==> config.mk <==
export PLATFORM = sky130hd
export DESIGN_NAME = bram_port_arbiter_flat
export DESIGN_NICKNAME = d
export VERILOG_FILES = /design/src/rtl/bram_port_arbiter_if.sv /design/src/rtl/bram_port_arbiter.sv /design/src/flat_wrapper.sv
export SDC_FILE = /design/constraint.sdc
export NUM_CORES = 1
export LEC_CHECK = 0
export ABC_CLOCK_PERIOD_IN_PS = 1750
export CORE_ASPECT_RATIO = 1.4
export CORE_MARGIN = 10
export CORE_UTILIZATION = 31
export DETAILED_ROUTE_END_ITERATION = 12
export GPL_TIMING_DRIVEN = 1
export PLACE_DENSITY_LB_ADDON = 0.3
export SLEW_MARGIN = 20
export SYNTH_ARGS = -nofsm -noshare
export SYNTH_HDL_FRONTEND = slang
export SYNTH_SLANG_ARGS = --single-unit
export TNS_END_PERCENT = 5
==> constraint.sdc <==
create_clock -name clock -period 1.75 [get_ports clock]
set_input_delay 0.2625 -clock clock [delete_from_list [all_inputs] [get_ports clock]]
set_output_delay 0.2625 -clock clock [all_outputs]
set_load 0.05 [all_outputs]
==> src/rtl/bram_port_arbiter_if.sv <==
// Bus bundle between the core (fetch + load/store requesters), the arbiter and bram_sdp.
// Handshake: req and its payload are held until gnt, and the transfer is accepted in the
// cycle where gnt is 1. A req dropped before gnt is never serviced. rvalid is a one-cycle
// strobe with no back-pressure, and rdata is zero whenever rvalid is low.
interface bram_port_arbiter_if #(
    parameter int ADDR_WIDTH = 7
);
    logic                  if_req;
    logic [31:0]           if_addr;
    logic                  if_gnt;
    logic                  if_rvalid;
    logic [31:0]           if_rdata;
    logic                  d_req;
    logic                  d_we;
    logic [31:0]           d_addr;
    logic [31:0]           d_wdata;
    logic [3:0]            d_be;
    logic                  d_gnt;
    logic                  d_rvalid;
    logic [31:0]           d_rdata;
    logic                  mem_read_enable;
    logic                  mem_write_enable;
    logic [ADDR_WIDTH-1:0] mem_addr_read;
    logic [ADDR_WIDTH-1:0] mem_addr_write;
    logic [31:0]           mem_data_in;
    logic [31:0]           mem_data_out;

    modport slave (
        input  if_req, if_addr, d_req, d_we, d_addr, d_wdata, d_be, mem_data_out,
        output if_gnt, if_rvalid, if_rdata, d_gnt, d_rvalid, d_rdata,
        output mem_read_enable, mem_write_enable, mem_addr_read, mem_addr_write, mem_data_in
    );

    modport master (
        output if_req, if_addr, d_req, d_we, d_addr, d_wdata, d_be, mem_data_out,
        input  if_gnt, if_rvalid, if_rdata, d_gnt, d_rvalid, d_rdata,
        input  mem_read_enable, mem_write_enable, mem_addr_read, mem_addr_write, mem_data_in
    );
endinterface

==> src/rtl/bram_port_arbiter.sv <==
// Serializes instruction-fetch and load/store accesses onto one simple-dual-port BRAM,
// turning partial stores into read-modify-write sequences.
module bram_port_arbiter #(
    parameter int ADDR_WIDTH = 7,
    parameter int DATA_WIDTH = 32
) (
    input  logic                clock,
    input  logic                reset,
    bram_port_arbiter_if.slave  bus,
    output logic [1:0]          dbg_state_o
);
    typedef enum logic [1:0] {
        IDLE      = 2'd0,
        RD_WAIT   = 2'd1,
        RMW_MERGE = 2'd2
    } state_t;

    state_t                  state_q;
    logic                    last_d_q;
    logic                    owner_q;
    logic [ADDR_WIDTH-1:0]   rmw_addr_q;
    logic [DATA_WIDTH-1:0]   rmw_wdata_q;
    logic [3:0]              rmw_be_q;

    logic [ADDR_WIDTH-1:0]   if_word;
    logic [ADDR_WIDTH-1:0]   d_word;
    logic                    idle_ok;
    logic                    if_win;
    logic                    if_gnt;
    logic                    d_gnt;
    logic                    d_full;
    logic                    d_part;
    logic                    in_rmw;
    logic                    in_rd;
    logic [DATA_WIDTH-1:0]   merged;
    logic                    unused_addr_bits;

    assign if_word = bus.if_addr[ADDR_WIDTH+1:2];
    assign d_word  = bus.d_addr[ADDR_WIDTH+1:2];
    assign unused_addr_bits = ^{bus.if_addr[31:ADDR_WIDTH+2], bus.if_addr[1:0],
                                bus.d_addr[31:ADDR_WIDTH+2], bus.d_addr[1:0]};

    // On conflict the requester that did not win last time goes first.
    assign if_win  = bus.if_req && (!bus.d_req || last_d_q);
    assign idle_ok = reset && (state_q == IDLE);
    assign if_gnt  = idle_ok && if_win;
    assign d_gnt   = idle_ok && bus.d_req && !if_win;
    assign d_full  = (bus.d_be == 4'b1111);
    assign d_part  = (bus.d_be != 4'b1111) && (bus.d_be != 4'b0000);
    assign in_rmw  = reset && (state_q == RMW_MERGE);
    assign in_rd   = reset && (state_q == RD_WAIT);

    always_comb begin
        merged = '0;
        for (int i = 0; i < 4; i++) begin
            merged[8*i +: 8] = rmw_be_q[i] ? rmw_wdata_q[8*i +: 8] : bus.mem_data_out[8*i +: 8];
        end
    end

    assign bus.if_gnt           = if_gnt;
    assign bus.d_gnt            = d_gnt;
    assign bus.mem_read_enable  = if_gnt || (d_gnt && (!bus.d_we || d_part));
    assign bus.mem_addr_read    = if_gnt ? if_word : d_word;
    assign bus.mem_write_enable = (d_gnt && bus.d_we && d_full) || in_rmw;
    assign bus.mem_addr_write   = in_rmw ? rmw_addr_q : d_word;
    assign bus.mem_data_in      = in_rmw ? merged : bus.d_wdata;

    // Read data comes straight from the BRAM output in the cycle after the read was issued.
    assign bus.if_rvalid = in_rd && !owner_q;
    assign bus.d_rvalid  = in_rd && owner_q;
    assign bus.if_rdata  = bus.if_rvalid ? bus.mem_data_out : '0;
    assign bus.d_rdata   = bus.d_rvalid ? bus.mem_data_out : '0;

    assign dbg_state_o = state_q;

    always_ff @(posedge clock or negedge reset) begin
        if (!reset) begin
            state_q     <= IDLE;
            last_d_q    <= 1'b0;
            owner_q     <= 1'b0;
            rmw_addr_q  <= '0;
            rmw_wdata_q <= '0;
            rmw_be_q    <= '0;
        end else begin
            case (state_q)
                IDLE: begin
                    if (if_gnt || d_gnt) begin
                        last_d_q <= d_gnt;
                    end
                    if (if_gnt) begin
                        owner_q <= 1'b0;
                        state_q <= RD_WAIT;
                    end else if (d_gnt && !bus.d_we) begin
                        owner_q <= 1'b1;
                        state_q <= RD_WAIT;
                    end else if (d_gnt && d_part) begin
                        rmw_addr_q  <= d_word;
                        rmw_wdata_q <= bus.d_wdata;
                        rmw_be_q    <= bus.d_be;
                        state_q     <= RMW_MERGE;
                    end
                end
                RD_WAIT:   state_q <= IDLE;
                RMW_MERGE: state_q <= IDLE;
                default:   state_q <= IDLE;
            endcase
        end
    end
endmodule
==> src/flat_wrapper.sv <==
// flat-port wrapper written by rule: the top's interface ports become plain ports
module bram_port_arbiter_flat 
#(
    parameter int ADDR_WIDTH = 7,
    parameter int DATA_WIDTH = 32
)
  (clock, reset, dbg_state_o, bus_if_req, bus_if_addr, bus_d_req, bus_d_we, bus_d_addr, bus_d_wdata, bus_d_be, bus_mem_data_out, bus_if_gnt, bus_if_rvalid, bus_if_rdata, bus_d_gnt, bus_d_rvalid, bus_d_rdata, bus_mem_read_enable, bus_mem_write_enable, bus_mem_addr_read, bus_mem_addr_write, bus_mem_data_in);
  bram_port_arbiter_if #(.ADDR_WIDTH(ADDR_WIDTH)) bus_i ();
  input  logic clock;
  input  logic reset;
  output logic [1:0] dbg_state_o;
  input wire logic [$bits(bus_i.if_req)-1:0] bus_if_req;
  input wire logic [$bits(bus_i.if_addr)-1:0] bus_if_addr;
  input wire logic [$bits(bus_i.d_req)-1:0] bus_d_req;
  input wire logic [$bits(bus_i.d_we)-1:0] bus_d_we;
  input wire logic [$bits(bus_i.d_addr)-1:0] bus_d_addr;
  input wire logic [$bits(bus_i.d_wdata)-1:0] bus_d_wdata;
  input wire logic [$bits(bus_i.d_be)-1:0] bus_d_be;
  input wire logic [$bits(bus_i.mem_data_out)-1:0] bus_mem_data_out;
  output wire logic [$bits(bus_i.if_gnt)-1:0] bus_if_gnt;
  output wire logic [$bits(bus_i.if_rvalid)-1:0] bus_if_rvalid;
  output wire logic [$bits(bus_i.if_rdata)-1:0] bus_if_rdata;
  output wire logic [$bits(bus_i.d_gnt)-1:0] bus_d_gnt;
  output wire logic [$bits(bus_i.d_rvalid)-1:0] bus_d_rvalid;
  output wire logic [$bits(bus_i.d_rdata)-1:0] bus_d_rdata;
  output wire logic [$bits(bus_i.mem_read_enable)-1:0] bus_mem_read_enable;
  output wire logic [$bits(bus_i.mem_write_enable)-1:0] bus_mem_write_enable;
  output wire logic [$bits(bus_i.mem_addr_read)-1:0] bus_mem_addr_read;
  output wire logic [$bits(bus_i.mem_addr_write)-1:0] bus_mem_addr_write;
  output wire logic [$bits(bus_i.mem_data_in)-1:0] bus_mem_data_in;
  assign bus_i.if_req = bus_if_req;
  assign bus_i.if_addr = bus_if_addr;
  assign bus_i.d_req = bus_d_req;
  assign bus_i.d_we = bus_d_we;
  assign bus_i.d_addr = bus_d_addr;
  assign bus_i.d_wdata = bus_d_wdata;
  assign bus_i.d_be = bus_d_be;
  assign bus_i.mem_data_out = bus_mem_data_out;
  assign bus_if_gnt = bus_i.if_gnt;
  assign bus_if_rvalid = bus_i.if_rvalid;
  assign bus_if_rdata = bus_i.if_rdata;
  assign bus_d_gnt = bus_i.d_gnt;
  assign bus_d_rvalid = bus_i.d_rvalid;
  assign bus_d_rdata = bus_i.d_rdata;
  assign bus_mem_read_enable = bus_i.mem_read_enable;
  assign bus_mem_write_enable = bus_i.mem_write_enable;
  assign bus_mem_addr_read = bus_i.mem_addr_read;
  assign bus_mem_addr_write = bus_i.mem_addr_write;
  assign bus_mem_data_in = bus_i.mem_data_in;
  bram_port_arbiter #(.ADDR_WIDTH(ADDR_WIDTH), .DATA_WIDTH(DATA_WIDTH)) u_core (.clock(clock), .reset(reset), .bus(bus_i), .dbg_state_o(dbg_state_o));
endmodule
* After elaboration in Yosys (flattened, before gate mapping) *
Index checks and enable logic that the tools add are counted.

storage, ports and cells
  register bits = 47
  bits of input ports = 137
  output and inout port bits = 118
  logic and storage cells = 58

operators by class
  equality and inequality tests = 5
  multiplexer cells = 15
  bitwise operators = 2
  reductions and logical operators = 30

operators by type and width
  kind                                                   count
  2-to-1 mux 32 bit                                      3
  2-to-1 mux 8 bit                                       4
  logical AND 1 bit                                      15
  2-to-1 mux 7 bit                                       2
  2-to-1 mux 2 bit                                       4
  logical OR 1 bit                                       5
  == test 4 bit, second input constant                   1
  zero test 1 bit                                        4
  inequality test 4 x 3 -> 1 bit, second input constant  1
  inequality test 4 bit, second input constant           1
  AND reduction 2 bit                                    2
  AND reduction 4 bit                                    1
  nonzero test 4 bit                                     1
  == test 2 x 1 -> 1 bit, second input constant          1
  == test 2 bit, second input constant                   1
  zero test 2 bit                                        1
  2-to-1 mux 1 bit                                       2
  inverter 1 bit                                         2
  nonzero test 2 bit                                     1

* Logic depth before layout (Yosys ltp) *
  depth in word-level cells = 10
  gate-level depth with buffers = 6
  gate-level depth less buffers = 4

* Worst setup path before layout *
OpenSTA, ideal clock, no wires.

  kind = register to output
  start = register u_core.state_q[0], in the netlist u_core.dbg_state_o[0]
  end = output port bus_mem_data_in[0]
  arrival time = 2,362 ps
  data required time = 1,487 ps
  path slack = -875 ps
  stages on the path, launching flop included = 4
  path buffers = 1
  cells stage by stage = dfrtp_1 nand3b_1 clkbuf_1 o21ai_0

on the way
  cells in the longest elaborated chain, start to end = 3

ends and longest elaborated chain
  element                 RTL line                 source
  start, declared         bram_port_arbiter.sv:18  state_t state_q;
  start signal, assigned  bram_port_arbiter.sv:78  state_q <= IDLE;
  start signal, assigned  bram_port_arbiter.sv:92  state_q <= RD_WAIT;
  start signal, assigned  bram_port_arbiter.sv:95  state_q <= RD_WAIT;
  == test 2 bit           bram_port_arbiter.sv:50  assign in_rmw = reset && (state_q == RMW_MERGE);
  logical AND 1 bit       bram_port_arbiter.sv:50
  2-to-1 mux 32 bit       bram_port_arbiter.sv:66  assign bus.mem_data_in = in_rmw ? merged : bus.d_wdata;
  end, declared           flat_wrapper.sv:30       output wire logic [$bits(bus_i.mem_data_in)-1:0] bus_mem_data_in;

No other way between the ends.

* Worst setup path after layout *
  start = register u_core.state_q[0], in the netlist u_core.dbg_state_o[0]
  end = output port bus_mem_data_in[13]

Same word-level chain as after synthesis.

==> flow_summary.toml <==
[run_status]
status = "finished with violations"
violations = "setup timing"

[synth]
synth_top_cell_by_area = "dfrtp_1"
syn_area_mm2 = 0.00330
synth_fp_nets = 450
syn_avg_cell_area_um2 = 10.5
synth.distinct_cells = 25
synth_warnings = 0
ys_ff_latch = 47
ys_seq_area_share_pct = 35.6
synth.area.top_cells = "dfrtp_1, mux2_4, and2_1"
yosys.area.top_type_share_pct = 35.6
syn_inst = 313

[layout]
layout_commonest_cell = "buf_12"
syn_to_final_growth_pct = 144
drive_gt1_share_pct = 67.4
nets = 691
stdcell_area_mm2 = 0.00806
fin_util_pct = 77.4
final_cells = 693
diodes = 0
final_cell_mix = "buf_12, clkdlybuf4s50_1, and2_4"

[pwr]
p_clk_share_pct = 15.8
internal_power_w = 0.00437
power_density_mw_per_mm2 = 861
p_switching_w = 0.00257
seqPwrFrac_pct = 30.8
p_leak_nw = 3.53
irDropWorstVdd_v = 0.000533
power_frac_comb_pct = 53.5
p_sw_share_pct = 37.0

[routing]
vias = 3323
via_per_inst = 4.80
wl_per_cell_um = 21.5
first_pass_iters = 4
first_iter_violations = 79
routed_wirelength_mm = 14.9
drcViolationCount = 0
ant_nets = 0

[place]
dp_hpwl_mm = 11.5
gp_congestion = 0.819
port_buffers = 204
place_inst = 673
place_ws_ns = -0.449
placed_area_mm2 = 0.00738

[clock_network]
cts.sinks = 47
cts-root-buf = "clkbuf_16"
path_clk_slew_ns = 0.06
worstSkewPairLatency_ns = 0.28
cts_tree = "built"
cts_buffers = 5
htree_levels = 2
cts_buffer_depth = 2

[sta]
finalHoldViolCount = 0
hold_ws_ns = 0.131
setup_viol_count_final = 159
fin_ws_ns = -0.315
slew_violations = 0
relSlewSlack_pct = 64.4
clock.fmax_mhz = 484
rsz0062_at_grt = "yes"
fin_crit_ns = 2.07
skew_ns = 0.00481
tightestPinTransition_ns = 0.534
period_share_pct = 118

[setup_path]
cp.arrival_ns = 1.80
start_kind = "flip-flop"
path_max_fanout = 5
cp-end-kind = "primary output"
crit_required_ns = 1.49
crit_type = "flip-flop to primary output"
path_cells = "buf_6 > nand3b_1 > buf_6 > buf_12 > buf_4 > o21ai_4 > buf_12"
slowest_stage = "dfrtp_2"
cpPeakStageDelay_ns = 0.41

[global_route]
grt_max_degree = 40
grt.total_usage_pct = 18.6
grt_pass1_vias = 3805
antenna_found_initial = 0
grt.overflow.total = 0
grt_pass1_wl_mm = 22.5

[run]
cap_violations = 0

[floorplanning]
rows = 44
die_h_um = 142
die_w_um = 107
coreArea_mm2 = 0.0104
dieArea_mm2 = 0.0152
ios = 255
initial_core_util_pct = 31.7

[hold_path]
hold_class = "primary input to asynchronous set/reset pin"
area by class of cell:
class / instances / area [um2]
clock inverters: 2 / 35.0
repair buffers: 256 / 3840
fillers: 604 / 2350
multi-input cells: 241 / 2680
clock buffers: 6 / 139
well taps: 138 / 173
inverters: 3 / 11.3
flip-flops and latches: 47 / 1180
routing by layer:
metal	routed length [um]	global-route usage [%]
met4	315	4.79
met3	816	4.31
met1	4790	18.6
met5	0	0
met2	8980	36.8
logic make-up after synthesis:
logic type / share of synthesized area [%]
buffers and inverters: 5.04
AO/OA/AOI/OAI: 5.23
AND/OR/NAND/NOR: 20.5
multiplexers: 33.6
flip-flops: 35.6
worst paths after layout:
kind	from	cells past startpoint	slack, ns	endpoint
setup / recovery	u_core.dbg_state_o[0]	7	-0.32	bus_mem_data_in[13]
hold / removal	reset	3	0.13	u_core.owner_q
setup reg to reg	u_core.dbg_state_o[1]	7	-0.27	u_core.rmw_wdata_q[14]
hold reg to reg	u_core.rmw_wdata_q[22]	1	0.52	u_core.rmw_wdata_q[22]
max in group asynchronous	reset	2	1.11	u_core.dbg_state_o[0]
min in group clock	bus_d_be[3]	2	0.41	u_core.rmw_be_q[3]
stage by stage:
| step | TNS (ns) | total power, W |
|---|---|---|
| after floorplan | -13.63 | 0.00425 |
| after global placement | -19.37 | 0.00548 |
| after detailed placement | -22.01 | 0.00562 |
| after CTS | -36.45 | 0.00687 |
| after global routing | -47.46 | 0.00723 |
| final | -36.36 | 0.00694 |
repair_timing:
action	in CTS	in global routing
gates cloned	3	3
hold endpoints to repair	1	0
setup endpoints to repair	159	159
gates resized for setup	68	32
pin swaps	21	15
hold buffers	1	0
setup buffers	3	2
state kept, by name, indices dropped and copies added (netlist names):
signal              cells
u_core.last_d_q         1
u_core.rmw_addr_q       7
u_core.rmw_be_q         4
u_core.owner_q          1
u_core.dbg_state_o      2
u_core.rmw_wdata_q     32
worst max-delay path: cells and delay by family (launching register included):
kind                   cells  cell delay, ns
AOI/OAI and AO/OA          1            0.14
buffers and inverters      5            0.75
DFF                        1            0.41
and+or+nand+nor            1            0.23
power groups by stage:
stage	clock, W	combinational (W)	sequential, W
after CTS	0.00112	0.00364	0.00211
final	0.00109	0.00371	0.00213
after detailed placement	0	0.00353	0.00210
after global routing	0.00116	0.00388	0.00218
after global placement	0	0.00340	0.00208
after floorplan	0	0.00243	0.00181
cells in the mapped netlist:
library cell	number
buf_6	1
mux2_4	39
o21ai_0	33
nor3b_1	1
and4bb_2	1
mux2i_1	32
nor3b_2	1
or2b_1	1
nand3b_1	1
nand2_1	35
nand4b_4	1
dfrtp_1	47
or4_1	1
and2b_1	1
and2_1	64
nor2_1	6
o31ai_1	1
buf_12	4
and3_1	1
nand4_1	2
mux2_2	18
clkbuf_1	17
inv_1	3
nand4bb_1	1
nand2b_1	1
No activity file was read; power rests on OpenSTA's default activity.
==> patch, RTL diff (config.mk and constraints unchanged) <==
`ADDR_WIDTH` is set to 7 in 3 places; all go to 8.
--- a/src/rtl/bram_port_arbiter_if.sv
+++ b/src/rtl/bram_port_arbiter_if.sv
@@ -4,5 +4,5 @@
 // strobe with no back-pressure, and rdata is zero whenever rvalid is low.
 interface bram_port_arbiter_if #(
-    parameter int ADDR_WIDTH = 7
+    parameter int ADDR_WIDTH = 8
 );
     logic                  if_req;
--- a/src/rtl/bram_port_arbiter.sv
+++ b/src/rtl/bram_port_arbiter.sv
@@ -2,5 +2,5 @@
 // turning partial stores into read-modify-write sequences.
 module bram_port_arbiter #(
-    parameter int ADDR_WIDTH = 7,
+    parameter int ADDR_WIDTH = 8,
     parameter int DATA_WIDTH = 32
 ) (
--- a/src/flat_wrapper.sv
+++ b/src/flat_wrapper.sv
@@ -2,5 +2,5 @@
 module bram_port_arbiter_flat 
 #(
-    parameter int ADDR_WIDTH = 7,
+    parameter int ADDR_WIDTH = 8,
     parameter int DATA_WIDTH = 32
 )
Interface: changed (resized bus_mem_addr_read and bus_mem_addr_write); port bits go from 255 to 257. The function was not compared with the original's and may differ.
==> patch against the original RTL <==
The run ends with hold timing, setup timing left. Setup slack improved by 0.0080 ns. Power decreased by 3.2%. Area after synthesis increased by 1.5%. First-iteration DRC count decreased by 25%. Sequential share of layout area increased by 0.83 points. Sequential cell count increased by 1. Design area decreased by 3.3%. Wire length decreased by 2.2%. Critical endpoint is now bus_mem_read_enable.
==> patch: results <==
metrics = {
    "status": {
        "status": "complete, but fails checks",
        "violations": "hold timing, setup timing",
    },
    "yosys": {
        "ys_top_cells_by_area": "dfrtp_1 (36%), mux2_4 (17%), and2_1 (12%), mux2i_1 (9.6%), mux2_2 (7.1%)",
        "synthTopCellsByCount": "and2_1 (64), dfrtp_1 (48), mux2_4 (39)",
        "seq_area_frac_synth": 0.358,
        "syn_nets": 456,
    },
    "critical_path": {
        "cp_top_family": "simple AND/OR/NAND/NOR gates",
        "max_stage_delay_ns": 0.52,
        "worstPathMaxFanout": 2,
    },
    "place": {
        "hpwl_mm": 11.9,
        "dp_cells": 680,
        "dp_slack_ns": -0.492,
        "globalplace.congestion": 0.863,
        "io_buffers": 208,
    },
    "timing": {
        "hold_violations": 6,
        "finClkSkew_ns": 0.00558,
        "hold_ws_ns": -0.00496,
        "setup_viol_count_final": 162,
        "fin_ws_ns": -0.307,
    },
    "power_and_ir_drop": {
        "ir_worst_vdd_mv": 0.535,
        "leakage_nw": 3.41,
    },
    "drt": {
        "vias": 3295,
        "drt-total-wl_mm": 14.6,
        "first_iter_violations": 59,
    },
    "global_routing": {
        "grt_use_total": 0.184,
        "grt_max_degree": 41,
    },
    "layout": {
        "drive_above_1_share": 0.625,
    },
}
-- patch: changes by cell type in the layout (fill, tap and decap cells not counted), moves of 5 or more --
cell     before  now
nand2_4      14    0
o21ai_2       0    5
nand2_1       4   21
and2_2       11   20
and2_4       53   41
o21ai_4      32   27
mux2_4       48   39
mux2_2        9   21
-- patch: worst paths after layout --
kind,from,to,slack [ns],cells after the start
max reg2reg,u_core.dbg_state_o[1],u_core.rmw_wdata_q[4],-0.22,8
min reg2reg,u_core.rmw_wdata_q[8],u_core.rmw_wdata_q[8],0.51,1
max in group asynchronous,reset,u_core.rmw_wdata_q[25],1.07,3
max,bus_d_be[1],bus_mem_read_enable,-0.31,5
min in group clock,bus_d_be[0],u_core.rmw_be_q[0],0.42,3
min,reset,u_core.dbg_state_o[1],-0.005,2
-- patch: what timing repair did --
item	4_1_cts	5_1_grt
endpoints found under the setup margin	161	162
endpoints found under the hold margin	2	0
gates resized for setup	64	29
setup buffers	2	0
cloned	2	0
pin swaps	11	5
hold buffers	1	0
-- patch: cells by family after synthesis --
| logic type | Yosys count | share of synthesized area |
|---|---|---|
| mux | 92 | 0.341 |
| flops | 48 | 0.358 |
| buf+inv | 27 | 0.0519 |
| simple gates | 118 | 0.197 |
| compound gates | 34 | 0.0515 |
-- patch: area by class of cell --
cell class | count | area, um^2
repair buffers | 252 | 3750
fillers | 672 | 2670
multi-input cells | 244 | 2500
flip-flops and latches | 48 | 1200
well taps | 138 | 173
clock buffers | 8 | 146
inverters | 3 | 13.8
-- patch: power by group through the flow --
stage          Sequential [mW]  Clock [mW]  Combinational (mW)
3_3_place_gp              2.12           0                3.40
2_1_floorplan             1.85           0                2.40
6_report                  2.15       0.970                3.60
5_1_grt                   2.22        1.03                3.78
3_5_place_dp              2.13           0                3.51
4_1_cts                   2.14       0.987                3.60
-- patch: stage by stage --
stage | instance area, um^2 | utilization | hold slack [ns] | TNS (ns)
2_1_floorplan | 3760 | - | -0.0331 | -15.46
3_3_place_gp | 7340 | 0.702 | 0.255 | -22.48
3_5_place_dp | 7340 | 0.702 | 0.272 | -24.62
4_1_cts | 7730 | 0.739 | 0.00546 | -35.42
5_1_grt | 7790 | 0.744 | 0.0127 | -41.99
6_report | 7790 | 0.744 | -0.00496 | -33.50
-- patch: per-layer routing --
layer,GRT usage,share of wire,up-vias
met5,0,0,-
met2,0.371,0.61,92
met1,0.181,0.33,1625
met3,0.0378,0.047,14
li1,-,-,1564
met4,0.0465,0.017,0
